`src/rtl/multimode_ff_bank.sv`:
```
// Bank of WIDTH flip-flops whose per-bit behaviour (D, SR, JK or T) is picked at runtime.
// S=R=1 requests in SR mode resolve per SR_POLICY and are flagged and counted.
module multimode_ff_bank #(
    parameter int                 WIDTH     = 8,
    parameter int                 SR_POLICY = 0,
    parameter logic [WIDTH-1:0]   RST_VAL   = {WIDTH{1'b0}},
    parameter int                 ERR_W     = 4
) (
    input  logic             clk,
    input  logic             rst,
    input  logic             en,
    input  logic [1:0]       mode,
    input  logic [WIDTH-1:0] a,
    input  logic [WIDTH-1:0] b,
    input  logic             err_clr,
    output logic [WIDTH-1:0] q,
    output logic [WIDTH-1:0] qn,
    output logic             illegal,
    output logic [ERR_W-1:0] err_cnt
);

    typedef enum logic [1:0] {
        MODE_D  = 2'b00,
        MODE_SR = 2'b01,
        MODE_JK = 2'b10,
        MODE_T  = 2'b11
    } mode_e;

    mode_e            mode_s;
    logic [WIDTH-1:0] q_q, q_d;
    logic             illegal_q, illegal_d;
    logic [ERR_W-1:0] cnt_q, cnt_d;
    logic             hit;
    logic [WIDTH-1:0] sr_both;
    logic [WIDTH-1:0] sr_base;

    assign mode_s  = mode_e'(mode);
    assign sr_both = a & b;
    assign hit     = en && (mode_s == MODE_SR) && (|sr_both);

    // Bits with exactly one of S/R asserted; S=R=1 bits hold here and get the policy applied below.
    assign sr_base = (q_q & ~(~a & b)) | (a & ~b);

    always_comb begin
        q_d       = q_q;
        illegal_d = hit;
        cnt_d     = cnt_q;

        if (en) begin
            case (mode_s)
                MODE_D:  q_d = a;
                MODE_SR: begin
                    q_d = sr_base;
                    if (SR_POLICY == 1) begin
                        q_d = sr_base | sr_both;
                    end else if (SR_POLICY == 2) begin
                        q_d = sr_base & ~sr_both;
                    end
                end
                MODE_JK: q_d = (a & ~q_q) | (~b & q_q);
                MODE_T:  q_d = q_q ^ a;
                default: q_d = q_q;
            endcase
        end

        // Clearing takes effect before a same-edge event is counted.
        if (err_clr) begin
            cnt_d = hit ? ERR_W'(1) : '0;
        end else if (hit && (cnt_q != {ERR_W{1'b1}})) begin
            cnt_d = cnt_q + ERR_W'(1);
        end
    end

    always_ff @(posedge clk) begin
        if (rst) begin
            q_q       <= RST_VAL;
            illegal_q <= 1'b0;
            cnt_q     <= '0;
        end else begin
            q_q       <= q_d;
            illegal_q <= illegal_d;
            cnt_q     <= cnt_d;
        end
    end

    assign q       = q_q;
    assign qn      = ~q_q;
    assign illegal = illegal_q;
    assign err_cnt = cnt_q;

endmodule

```
`config.mk`:
```
export PLATFORM = sky130hd
export DESIGN_NAME = multimode_ff_bank
export DESIGN_NICKNAME = d
export VERILOG_FILES = /design/src/rtl/multimode_ff_bank.sv
export SDC_FILE = /design/constraint.sdc
export NUM_CORES = 1
export LEC_CHECK = 0
export BUFFER_PORTS_ARGS = -buffer_cell sky130_fd_sc_hd__buf_2
export CAP_MARGIN = 20
export CORE_ASPECT_RATIO = 1.1
export CORE_MARGIN = 3
export CORE_UTILIZATION = 41
export CTS_CLUSTER_DIAMETER = 100
export DETAILED_ROUTE_END_ITERATION = 6
export GPL_TIMING_DRIVEN = 0
export MAX_ROUTING_LAYER = met4
export PLACE_DENSITY = 0.75
export SYNTH_ARGS = -nofsm -noshare
export SYNTH_HDL_FRONTEND = slang
export SYNTH_SLANG_ARGS = --single-unit
```
`constraint.sdc`:
```
create_clock -name clk -period 1.34 [get_ports clk]
set_clock_uncertainty 0.05 [all_clocks]
set_input_delay 0.067 -clock clk [delete_from_list [all_inputs] [get_ports clk]]
set_output_delay 0.067 -clock clk [all_outputs]
set_load 0.02 [all_outputs]
```
Yosys cells after proc, flatten, opt, wreduce, memory -nomap -nowiden
Cells that the tools add are included.
Widths: inputs -> output; s select.
Storage, ports and cells
  flip-flop bits (word level): 13
  word-level logic and storage cells: 31
Operators by class
  $add $sub $neg: 1
  equality and inequality tests: 4
  muxes and demuxes: 4
  bitwise gates (word level): 13
  reduce and logical (&&, ||, !) cells: 6
Operators with widths (count)
  $and 8x8->8: 6
  $not 8->8: 4
  $pmux 8 s4: 1
  $or 8x8->8: 2
  $mux 4: 2
  $reduce_or 8->1: 1
  $xor 8x8->8: 1
  $add 4x1->4 const B: 1
  $eq 2x2->1 const B: 2
  $ne 4x4->1 const B: 1
  $logic_and 1x1->1: 3
  $eq 2x1->1 const B: 1
  $logic_not 2->1: 1
  $reduce_bool 2->1: 1
  $mux 1: 1

Depth between registers and ports, before layout
  depth in word-level cells: 6
  mapped depth: 6
  depth with buffers taken out: 5

Worst setup path before layout
OpenSTA, ideal clock, no wires.
  kind: register to register
  start: reg cnt_q[0], in the netlist err_cnt[0]
  end: reg cnt_q[2], in the netlist err_cnt[2]
  arrival time: 1.261 ns
  path slack: -0.041 ns
  cell stages (with the launch flop): 6
  path buffers: 0
  cell sequence: dfxtp_1 ha_1 nand3_1 nand4_1 or3_1 a21boi_1
Between the ends
  longest elaborated chain between the ends: 3
  elaborated cells between the ends (all ways): 6
  those cells by class: 1 x add/sub; 1 x eq/ne; 2 x mux; 2 x reduce/logical
Ends and longest elaborated chain
  from (decl): RTL line 32  | logic [ERR_W-1:0] cnt_q, cnt_d;
  from (signal assigned): RTL line 82  | cnt_q <= cnt_d;
  $add 4x1->4 or $ne 4x4->1 (tied branches): RTL line 70, 69
  $mux 4 or $logic_and 1x1->1 (tied branches): RTL line 69  | end else if (hit && (cnt_q != {ERR_W{1'b1}})) begin
  $mux 4 or $reduce_bool 2->1 (tied branches)
Several ways; a longest one is shown, not always the timed one. The select of a mux whose other input is x is not followed.
A chain may end at the register's enable or synchronous reset.

Final worst setup path
  start: reg cnt_q[1], in the netlist err_cnt[1]
  end: reg cnt_q[2], in the netlist err_cnt[2]
The elaborated chain is that of the path after synthesis.

==> results_dict.tcl <==
set metrics [dict create \
    outcome "finished, final reports clean" \
    core.rowCount 17 \
    critPathKind "register to register" \
    drc 0 \
    critPathSlowestCell "dfxtp_2" \
    synth.cell_area_um2 915.9 \
    fmaxAchievable_mhz 804.8 \
    layout-drive-gt1-share 0.3711 \
    min_path_type "input pin to register" \
    grtUsageTotal 0.1910 \
    coreArea_um2 2063 \
    clockRootBuffer "clkbuf_4" \
    yosysUniqueCellTypes 28 \
    pwr-share-comb 0.299 \
    syn_area_per_cell_um2 8.034 \
    hold_path_depth 3 \
    worstPathArrival_ns 1.42 \
    die_y_um 55.57 \
    seqPwrFrac 0.438 \
    yosys_warnings 0 \
    grt_pass1_vias 958 \
    routed_wirelength_um 2553 \
    reg2reg_from "err_cnt[1]" \
    mostFrequentLayoutCells "buf_2, nand2_1, dfxtp_1" \
    numCtsBuffers 3 \
    irDropWorstVdd_mv 0.4432 \
    max_cap_viol_count 0 \
    cts_tree "done" \
    ant_nets 0 \
    cp_slowest_stage_delay_ns 0.35 \
    via_count 1054 \
    pin_count 43 \
    drtIter0Drc 28 \
    hpwl_um 1881 \
    grt_overflow 0 \
    grt_pass1_wl_um 4126 \
    cts_buffer_depth 2 \
    syn_inst 114 \
    ys_seq_elements 13 \
    reg2reg_depth 5 \
    startpoint_type "register" \
    die_w_um 51.07 \
    critical_path.startpoint "err_cnt[1]" \
    dp_slack_ns -0.005331 \
    p_leak_nw 0.5114 \
    critPathBufInv 0 \
    htree_levels 1 \
    avgViaCountPerCell 5.636 \
    sw_frac_of_total 0.3329 \
    cts_sinks 13 \
    die-area_um2 2838 \
    maxSlewViolCount 0 \
    io_buffer_count 39 \
    min_from "rst" \
    ys_seq_area_frac 0.2842 \
    setup_viol 0 \
    grt_setup_unrepaired "no" \
    gp_congestion 0.8111 \
    wire_per_inst_um 13.65 \
    num_antenna_cells 0 \
    drt-pass1-iter-count 5 \
    hold_viol 0 \
    synth.area.top_cells "dfxtp_1, mux2i_1, a221oi_1, o32ai_1, nand2_1" \
    final_common_cell "buf_2" \
    areaGrowthSynthToFinish_pct 31.83 \
    path_max_fanout 4 \
    post-route-min-period_ns 1.243 \
    worstMarginPinSlew_ns 0.4800 \
    p_int_w 0.0006390 \
    insertion_delay_ns 0.28 \
    cp.depth 5 \
    required_ns 1.52 \
    crit_family "simple AND/OR/NAND/NOR gates" \
    synth_top_area_share 0.2842 \
    floorplan.initialDensity 0.4439 \
    syn_nets 137 \
    worst_slack_ns 0.09738 \
    pwr-share-clk 0.263 \
    fin_crit_sh 0.9273 \
    clk_pin_slew_ns 0.09 \
    powerDensity_nw_per_um2 793.4 \
    nets 183 \
    n_fill_cell 206 \
    total_power_w 0.0009580 \
    antenna_found_initial 0 \
    cp-end-kind "register" \
    synth.largest_area_cell "dfxtp_1" \
    switchingPower_w 0.0003189 \
    grt_start_max_net_pins 11 \
    slew_headroom 0.6800 \
    holdBufCountCts 0 \
    path_cells "ha_4 -> nand3_2 -> nand4_1 -> or3_1 -> a21boi_1" \
]
==> final timing paths <==
path	end	slack (ns)
worst min-delay path	err_cnt[3]	0.04
worst max-delay path	err_cnt[2]	0.1
worst max register to register	err_cnt[2]	0.1
worst min register to register	err_cnt[1]	0.45
==> routing by layer <==
metal / up-vias / track usage / wire, um / part of all wire
met3: 5 / 0.03217 / 200 / 0.078
met1: 480 / 0.2184 / 1084 / 0.42
li1: 515 / - / - / -
met2: 54 / 0.3241 / 1231 / 0.48
met4: 0 / 0.07692 / 37 / 0.014
met5: - / - / 0 / 0
==> area by class of cell <==
cell class,instances,area (um2),area share
Multi-Input combinational cell,84,586.8,0.4860
Timing Repair Buffer,41,210.2,0.1741
Inverter,9,33.78,0.02798
Buffer,8,52.55,0.04352
Clock buffer,4,26.28,0.02176
Sequential cell,13,262.8,0.2176
Tap cell,28,35.03,0.02902
==> power groups by stage <==
stage / logic, W / clock network (W) / registers (W)
floorplan: 0.000153 / 0 / 0.000451
global placement: 0.000279 / 0 / 0.000427
detailed placement: 0.000284 / 0 / 0.000428
CTS: 0.000285 / 0.000260 / 0.000419
global route: 0.000314 / 0.000270 / 0.000422
finish: 0.000286 / 0.000252 / 0.000419
==> cell usage after synthesis, drive strengths merged <==
| cell | count |
|---|---|
| a21boi | 1 |
| a21oi | 1 |
| a221oi | 8 |
| a22oi | 4 |
| and4 | 1 |
| buf | 7 |
| clkbuf | 1 |
| dfxtp | 13 |
| ha | 1 |
| inv | 9 |
| mux2 | 1 |
| mux2i | 9 |
| nand2 | 18 |
| nand3 | 12 |
| nand3b | 1 |
| nand4 | 1 |
| nor2 | 3 |
| nor2b | 9 |
| nor3 | 1 |
| o21ai | 1 |
| o31ai | 1 |
| o32ai | 8 |
| or3 | 3 |
==> through the flow <==
stage | area (um2) | cells | hold slack (ns) | TNS [ns] | util
2_1_floorplan | 918.4 | 114 | 0.1950 | 0 | -
3_3_place_gp | 1149 | 181 | 0.3337 | -0.01681 | 0.5567
3_5_place_dp | 1149 | 181 | 0.3375 | -0.005331 | 0.5567
4_1_cts | 1180 | 185 | 0.03338 | 0 | 0.5719
5_1_grt | 1207 | 187 | 0.05333 | 0 | 0.5852
6_report | 1207 | 187 | 0.03623 | 0 | 0.5852
==> flip-flops by register name (all words and copies together) (netlist names) <==
signal and flops:
q 8, err_cnt 4, illegal 1
==> worst reg2reg max path: cells and delay by family, from the launching register on <==
family                   cells  cell delay (ns)
AO/OA/AOI/OAI                1             0.11
adder cells (fa/ha/maj)      1             0.16
flip-flops                   1             0.35
AND/OR/NAND/NOR              3             0.51
==> timing repair <==
item | CTS | global route
pin swaps | 0 | 2
endpoints found under the hold margin | 0 | 0
setup buffers | 0 | 2
endpoints found under the setup margin | 1 | 2
gates resized for setup | 1 | 2
==> cells by family (layout without fill, tap and decap cells) <==
group | count (synthesis) | count (layout) | share of synthesized area
adder cells (fa/ha/maj) | 1 | 1 | 0.01366
AND/OR/NAND/NOR | 49 | 49 | 0.2801
flip-flops | 13 | 13 | 0.2842
buffers and inverters | 17 | 62 | 0.09425
multiplexers | 10 | 10 | 0.1148
AO/OA/AOI/OAI | 24 | 24 | 0.2131
Note: power is estimated with default switching activity, not from simulation.
